## src/rtl/fifo_vc_buffer.sv

```systemverilog
// fifo_vc_buffer: NUM_VC circular FIFOs sharing one storage array, with per-VC counts, flags and error pulses.
// Define FIFO_VC_FWFT_EN for first-word fall-through reads; the default build uses a registered dout.
module fifo_vc_buffer #(
  parameter int WIDTH     = 16,
  parameter int ADDWIDTH  = 5,
  parameter int NUM_VC    = 4,
  parameter int VCW       = 2,
  parameter int AF_MARGIN = 1,
  parameter int AE_MARGIN = 1
) (
  input  logic                             clk,
  input  logic                             reset,
  input  logic                             wr_en,
  input  logic [VCW-1:0]                   wr_vc,
  input  logic [WIDTH-1:0]                 din,
  input  logic                             rd_en,
  input  logic [VCW-1:0]                   rd_vc,
  output logic [WIDTH-1:0]                 dout,
  output logic [NUM_VC-1:0]                full,
  output logic [NUM_VC-1:0]                empty,
  output logic [NUM_VC-1:0]                almost_full,
  output logic [NUM_VC-1:0]                almost_empty,
  output logic [NUM_VC*(ADDWIDTH+1)-1:0]   count,
  output logic                             err_ovf,
  output logic                             err_udf
);
  localparam int DEPTH = 2 ** ADDWIDTH;
  localparam int CW = ADDWIDTH + 1;
  localparam logic [CW-1:0] FULL_C = CW'(DEPTH);
  localparam logic [CW-1:0] AF_C = CW'(DEPTH - AF_MARGIN);
  localparam logic [CW-1:0] AE_C = CW'(AE_MARGIN);
  logic [ADDWIDTH-1:0] head_q [NUM_VC];
  logic [ADDWIDTH-1:0] head_d [NUM_VC];
  logic [ADDWIDTH-1:0] tail_q [NUM_VC];
  logic [ADDWIDTH-1:0] tail_d [NUM_VC];
  logic [CW-1:0]       cnt_q  [NUM_VC];
  logic [CW-1:0]       cnt_d  [NUM_VC];
  logic [WIDTH-1:0]    mem_q  [NUM_VC*DEPTH];
  logic [NUM_VC-1:0]   wr_acc, rd_acc;
  logic [ADDWIDTH-1:0] wr_ptr, rd_ptr;
  logic                rd_avail;
  logic                err_ovf_q, err_ovf_d, err_udf_q, err_udf_d;
  logic [VCW+ADDWIDTH-1:0] wr_addr, rd_addr;
  always_comb begin
    full = '0;
    empty = '0;
    almost_full = '0;
    almost_empty = '0;
    count = '0;
    for (int v = 0; v < NUM_VC; v++) begin
      full[v] = cnt_q[v] == FULL_C;
      empty[v] = cnt_q[v] == '0;
      almost_full[v] = cnt_q[v] >= AF_C;
      almost_empty[v] = cnt_q[v] <= AE_C;
      count[v*CW +: CW] = cnt_q[v];
    end
  end
  // A full VC still takes a write when the same VC is popped on that edge.
  always_comb begin
    wr_acc = '0;
    rd_acc = '0;
    wr_ptr = '0;
    rd_ptr = '0;
    rd_avail = 1'b0;
    for (int v = 0; v < NUM_VC; v++) begin
      rd_acc[v] = rd_en && rd_vc == VCW'(v) && !empty[v];
      wr_acc[v] = wr_en && wr_vc == VCW'(v) && (!full[v] || rd_acc[v]);
      if (wr_vc == VCW'(v)) wr_ptr = tail_q[v];
      if (rd_vc == VCW'(v)) begin
        rd_ptr = head_q[v];
        rd_avail = !empty[v];
      end
    end
  end
  assign wr_addr = {wr_vc, wr_ptr};
  assign rd_addr = {rd_vc, rd_ptr};
  always_comb begin
    err_ovf_d = wr_en && !(|wr_acc);
    err_udf_d = rd_en && !(|rd_acc);
    for (int v = 0; v < NUM_VC; v++) begin
      head_d[v] = rd_acc[v] ? head_q[v] + ADDWIDTH'(1) : head_q[v];
      tail_d[v] = wr_acc[v] ? tail_q[v] + ADDWIDTH'(1) : tail_q[v];
      cnt_d[v] = (wr_acc[v] && !rd_acc[v]) ? cnt_q[v] + CW'(1) :
                 (rd_acc[v] && !wr_acc[v]) ? cnt_q[v] - CW'(1) : cnt_q[v];
    end
  end
  always_ff @(posedge clk or posedge reset) begin
    if (reset) begin
      for (int v = 0; v < NUM_VC; v++) begin
        head_q[v] <= '0;
        tail_q[v] <= '0;
        cnt_q[v] <= '0;
      end
      err_ovf_q <= 1'b0;
      err_udf_q <= 1'b0;
    end else begin
      head_q <= head_d;
      tail_q <= tail_d;
      cnt_q <= cnt_d;
      err_ovf_q <= err_ovf_d;
      err_udf_q <= err_udf_d;
    end
  end
  always_ff @(posedge clk) begin
    if (|wr_acc) mem_q[wr_addr] <= din;
  end
  assign err_ovf = err_ovf_q;
  assign err_udf = err_udf_q;
`ifdef FIFO_VC_FWFT_EN
  assign dout = rd_avail ? mem_q[rd_addr] : '0;
`else
  logic [WIDTH-1:0] dout_q, dout_d;
  always_comb dout_d = (rd_en && rd_avail) ? mem_q[rd_addr] : dout_q;
  always_ff @(posedge clk or posedge reset) begin
    if (reset) dout_q <= '0;
    else dout_q <= dout_d;
  end
  assign dout = dout_q;
`endif
endmodule

```

## config.mk

```make
export PLATFORM = sky130hd
export DESIGN_NAME = fifo_vc_buffer
export DESIGN_NICKNAME = d
export VERILOG_FILES = /design/src/rtl/fifo_vc_buffer.sv
export SDC_FILE = /design/constraint.sdc
export NUM_CORES = 2
export LEC_CHECK = 0
export BUFFER_PORTS_ARGS = -buffer_cell sky130_fd_sc_hd__buf_2
export CAP_MARGIN = 15
export CORE_ASPECT_RATIO = 2
export CORE_UTILIZATION = 45
export CTS_BUF_LIST = sky130_fd_sc_hd__clkbuf_8
export CTS_CLUSTER_SIZE = 25
export DETAILED_ROUTE_END_ITERATION = 10
export GPL_ROUTABILITY_DRIVEN = 1
export SLEW_MARGIN = 10
export SYNTH_ARGS = -nofsm -noshare
export SYNTH_HDL_FRONTEND = slang
export SYNTH_SLANG_ARGS = --single-unit
```

## constraint.sdc

```tcl
create_clock -name clk -period 6.3 [get_ports clk]
set_clock_uncertainty 0.05 [all_clocks]
set_input_delay 1.26 -clock clk [delete_from_list [all_inputs] [get_ports clk]]
set_output_delay 1.26 -clock clk [all_outputs]
set_load 0.01 [all_outputs]
```

# ---- Yosys cells after proc, flatten, opt, wreduce, memory -nomap -nowiden
# Memory sizes are Yosys's and may differ from the RTL's. A register that Yosys moved wholly into a read port is not among the register bits.
# Cells that the tools add are included.
dict set report totals {
  register_bits 66
  latch_bits 0
  ramBits 2048
  rom_bits 0
  inputBits 24
  output_inout_bits 58
  wordCells 132
  memories 1
}
# memory words width rd rd_clocked_by_memory_dff wr line_no
set mem_list {}
lappend mem_list {mem_q 128 16 1 1 1 38} ;# logic [WIDTH-1:0] mem_q [NUM_VC*DEPTH];
dict set report op_classes {
  addsub 16
  n_mul 0
  n_div 0
  order_cmp 8
  eq_ne 10
  n_shift 0
  n_mux 22
  bitwise 0
  reduce_logical 61
}
# op n
set ops {}
lappend ops {{two-way mux 6 bit} 8}
lappend ops {{adder 5 x 1 -> 5 bit, second input constant} 8}
lappend ops {{two-way mux 5 bit} 8}
lappend ops {{logical AND 1 bit} 27}
lappend ops {{adder 6 x 1 -> 6 bit, second input constant} 4}
lappend ops {{equality test 6 bit, second input constant} 4}
lappend ops {{>= comparator 6 x 5 -> 1 bit, second input constant} 4}
lappend ops {{less-or-equal comparator 6 x 1 -> 1 bit, second input constant} 4}
lappend ops {{zero test 6 bit} 4}
lappend ops {{subtractor 6 x 1 -> 6 bit, second input constant} 4}
lappend ops {{zero test 1 bit} 18}
lappend ops {{equality test 2 bit, second input constant} 4}
lappend ops {{nonzero test 2 bit} 4}
lappend ops {{OR reduction 4 bit} 2}
lappend ops {{two-way mux 1 bit} 6}
lappend ops {{equality test 2 x 1 -> 1 bit, second input constant} 2}
lappend ops {{zero test 2 bit} 2}
lappend ops {{logical OR 1 bit} 4}

# ---- Logic depth before layout (Yosys ltp)
dict set report depth {
  depth_word 9
  ltp_mapped 15
}

# ---- Worst setup path before layout
# No wires, ideal clock.
dict set report synth_path {
  kind {in2reg}
  startpoint {input port rd_vc[0]}
  endpoint {memory mem_q[106][0], enable pin}
  setup_ps 389
  arrival_ps 4000
  required_time_ps 5861
  slack_ps 1862
  stages 11
  cell_sequence {buf_6 -> buf_4 -> nor2_1 -> o311a_1 -> inv_1 -> a21oi_2 -> or4_1 -> clkbuf_1 -> nand3_1 -> buf_2 -> nor2_1}
}
dict set report synth_between {
  elab_chain_cells 8
  elab_cells_between_ends 23
  classes_between {eq/ne: 3; mux: 2; reduce/logical: 18}
}
# item line_no
set synth_rtl {}
lappend synth_rtl {{from (decl)} 17} ;# input logic [VCW-1:0] rd_vc,
lappend synth_rtl {{zero test 2 bit} 66} ;# rd_acc[v] = rd_en && rd_vc == VCW'(v) && !empty[v];
lappend synth_rtl {{logical AND 1 bit (2 in a row)} 66}
lappend synth_rtl {{logical OR 1 bit} 67} ;# wr_acc[v] = wr_en && wr_vc == VCW'(v) && (!full[v] || rd_acc[v]);
lappend synth_rtl {{logical AND 1 bit} 67}
lappend synth_rtl {{via wr_acc[0]} 39} ;# logic [NUM_VC-1:0] wr_acc, rd_acc;
lappend synth_rtl {{OR reduction 4 bit} 105} ;# if (|wr_acc) mem_q[wr_addr] <= din;
lappend synth_rtl {{two-way mux 1 bit} 105}
lappend synth_rtl {{two-way mux 1 bit (implied by the code)} 105}
lappend synth_rtl {{to (decl)} 38}
# The timed path passes the listed nets, and every way through them passes these cells.

# ---- Worst setup path in the final report
dict set report layout_path {
  startpoint {input port rd_vc[0]}
  endpoint {register dout_q[12], in the netlist dout[12] (read register of mem_q)}
}
dict set report layout_between {
  elab_chain_cells 6
  elab_cells_between_ends 13
  classes_between {eq/ne: 3; mux: 8; reduce/logical: 2}
}
# item line_no
set layout_rtl {}
lappend layout_rtl {{zero test 2 bit} 69} ;# if (rd_vc == VCW'(v)) begin
lappend layout_rtl {{two-way mux 1 bit (4 in a row)} 69}
lappend layout_rtl {{logical AND 1 bit} 113} ;# always_comb dout_d = (rd_en && rd_avail) ? mem_q[rd_addr] : dout_q;
lappend layout_rtl {{to (decl)} 112} ;# logic [WIDTH-1:0] dout_q, dout_d;
# Several ways; a longest one is shown, not always the timed one.
# A chain may end at the register's enable or synchronous reset.

==> flow_summary_export.csv <==
group,metric,value,unit
layout,finalInstanceArea,0.0943,mm^2
placement,dp_hpwl,165,mm
timing,fmax,0.198,GHz
timing,min_period_over_period,80.1,%
drt,first_pass_iters,8,
layout,final_cell_count_no_fill,8022,
synth,synth_edf_count,2048,
global_routing,first_global_vias,48400,
timing,finalSetupTns,0,ns
pwr,p_leak,31.0,nW
layout,drive_gt1_share,18.6,%
die,die_y,614,um
synth,syn_avg_cell_area,17.0,um^2
layout,final_cell_mix,"edfxtp_1 (2048), nand2_1 (700), clkbuf_8 (304)",
synth,synth_area_leaders,"edfxtp_1 (73%), mux4_2 (6.8%), nand2_1 (3.1%)",
die,rows,224,
drt,final_antenna_net_count,0,
pwr,power,0.0398,W
synth,yosysTopAreaCellShare,73.0,%
global_routing,grt_max_degree,129,
pwr,ir_drop,0.315,mV
drt,drc_errors,0,
timing,setup_viol,0,
layout,nFillCells,15400,
setup_path,crit_fanout,62,
timing,relSlewSlack,14.0,%
global_routing,grt_usage,27.4,%
synth,yosys.area.top_type,"edfxtp_1",
setup_path,critPathCaptureType,"flop",
cts,cts_sinks,2130,
layout,final_common_cell,"edfxtp_1",
placement,dp.cells,7498,
global_routing,grt_antenna_before_repair,9,
synth,ys_ff_latch,2130,
synth,synth_seq_area_share,75.4,%
drt,initialDrtViolationCount,4949,
die,boundaryPins,82,
placement,gp_congestion,0.952,
die,die_w,308,um
layout,area_growth,11.9,%
layout,multiInputGateArea,0.0193,mm^2
cts,cts.htree.levels,5,
cts,worst_skew_pair.late_latency,0.92,ns
cts,cts.clk_slew.worst_paths,0.07,ns
setup_path,cp.required,7.08,ns
cts,cts_tree,"built",
die,core-area,0.186,mm^2
timing,worst_pin_slew,1.28,ns
timing,fin_crit,5.05,ns
synth,syn_area,0.0843,mm^2
drt,vias,48500,
placement,placed_cell_area,0.0890,mm^2
die,start_util,45.3,%
timing,hold_viol_final,0,
placement,port_buffers,81,
cts,postCtsSetupBuffers,0,
global_routing,grt-ovfl-total,0,
layout,nets,5352,
timing,slew_viol_final,0,
cts,cts_buffers,290,
outcome,status,"completed",
drt,via_per_inst,6.04,
pwr,powerDensity,422,mW/mm^2
synth,ys_types,68,
layout,regArea,0.0636,mm^2
drt,wirelength,258,mm
setup_path,startpoint_type,"input port",
setup_path,worst_ep_arrival_time,5.83,ns
global_routing,grt_first_pass_wirelength,361,mm
synth,syn_inst,4954,
synth,yosys_warnings,0,
cts,root_buffer,"clkbuf_8",
cts,clk_path_buf_depth,4,
setup_path,timing_worst_setup_path_type,"input port to flop",
cts,post_cts_resized,0,
layout,fin_util,50.7,%
synth,synthFlopType,"edfxtp_1",
job,maxCapViolCount,0,
drt,wl_per_cell,32.2,um
cts,hold_buffers,0,
synth,async_reset_ff_share,3.85,%
timing,rsz0062_at_grt,"false",
synth,syn-num-nets,5002,
die,die_area,0.189,mm^2
hold_path,min_path_type,"input port to async pin",
## final cells by class
type	instances	area share [%]
clock buffer	304	4.44
sequential	2130	67.4
timing repair buffer	363	3.11
inverter	16	0.0650
multi-input combinational	2503	20.5
tap	2486	3.30
clock inverter	211	1.17
antenna	9	0.0239
## cells by family after synthesis
| group | Yosys count | share of synthesized area (%) |
|---|---|---|
| buf+inv | 321 | 1.85 |
| mux | 449 | 9.15 |
| flops | 2130 | 75.4 |
| fa+ha+maj | 24 | 0.356 |
| compound gates | 642 | 5.61 |
| xor+xnor | 56 | 0.582 |
| simple gates | 1332 | 7.06 |
## final timing paths
check,from,endpoint,slack [ns],depth (start not counted)
setup / recovery,rd_vc[0],dout[12],1.25,10
hold / removal,reset,count[15],0.41,2
setup reg to reg,head_q[0],dout[12],1.87,8
hold reg to reg,tail_q[4],tail_q[4],0.42,1
max in group asynchronous,reset,dout[12],4.64,3
min in group clk,tail_q[4],tail_q[4],0.42,1
## metrics by stage
| stage | hold slack [ns] | setup slack (ns) |
|---|---|---|
| 3_5_place_dp | 0.418 | 0.416 |
| 5_1_grt | 0.449 | 1.29 |
| 4_1_cts | 0.383 | 1.38 |
| 3_3_place_gp | 0.413 | 0.467 |
| 2_1_floorplan | 0.390 | 1.86 |
| 6_report | 0.412 | 1.25 |
## synth_stat cells (all sizes together) (10+ instances only)
| cell type | count |
|---|---|
| nor2 | 196 |
| a22oi | 80 |
| a211oi | 152 |
| nand2b | 10 |
| o21ai | 40 |
| and2 | 18 |
| o22ai | 16 |
| a21oi | 85 |
| or4 | 15 |
| nor4 | 24 |
| a221oi | 15 |
| xor2 | 22 |
| a311oi | 111 |
| xnor2 | 34 |
| dfrtp | 82 |
| edfxtp | 2048 |
| mux4 | 255 |
| nor2b | 138 |
| a31oi | 52 |
| nand2 | 701 |
| clkbuf | 84 |
| nand3 | 118 |
| inv | 15 |
| mux2i | 175 |
| ha | 24 |
| and3 | 35 |
| nand4 | 34 |
| buf | 221 |
| nor3 | 28 |
| mux2 | 19 |
## sequential cells by signal, indices dropped and copies added, names as in the netlist
signal and flops:
err_ovf 1, head_q 20, dout 16, tail_q 20, count 24, mem_q 2048
err_udf 1
## critical path: stages
cell and delay [ns]:
buf_2 0.31, buf_4 0.38, mux2i_1 0.28, mux2_8 0.60, nand2_1 0.82, a311oi_1 0.54, nor4_1 0.17, a211oi_1 1.06
a211oi_1 0.12, a31oi_1 0.25
## report_power, final
| part | internal (W) | total (W) | switching, W | leakage, nW |
|---|---|---|---|---|
| Clock | 0.00482 | 0.0100 | 0.00519 | 3.01 |
| Combinational | 0.00441 | 0.0133 | 0.00892 | 8.62 |
| Sequential | 0.0159 | 0.0164 | 0.000487 | 19.4 |
## routing by layer
| layer | GRT usage, % | vias up | share of wire, % |
|---|---|---|---|
| li1 | - | 20300 | - |
| met1 | 30.5 | 25200 | 34 |
| met2 | 48.1 | 2370 | 52 |
| met3 | 4.42 | 606 | 7.0 |
| met4 | 18.2 | 0 | 7.3 |
| met5 | 0 | - | 0 |
Power figures use the tool's default switching activity.
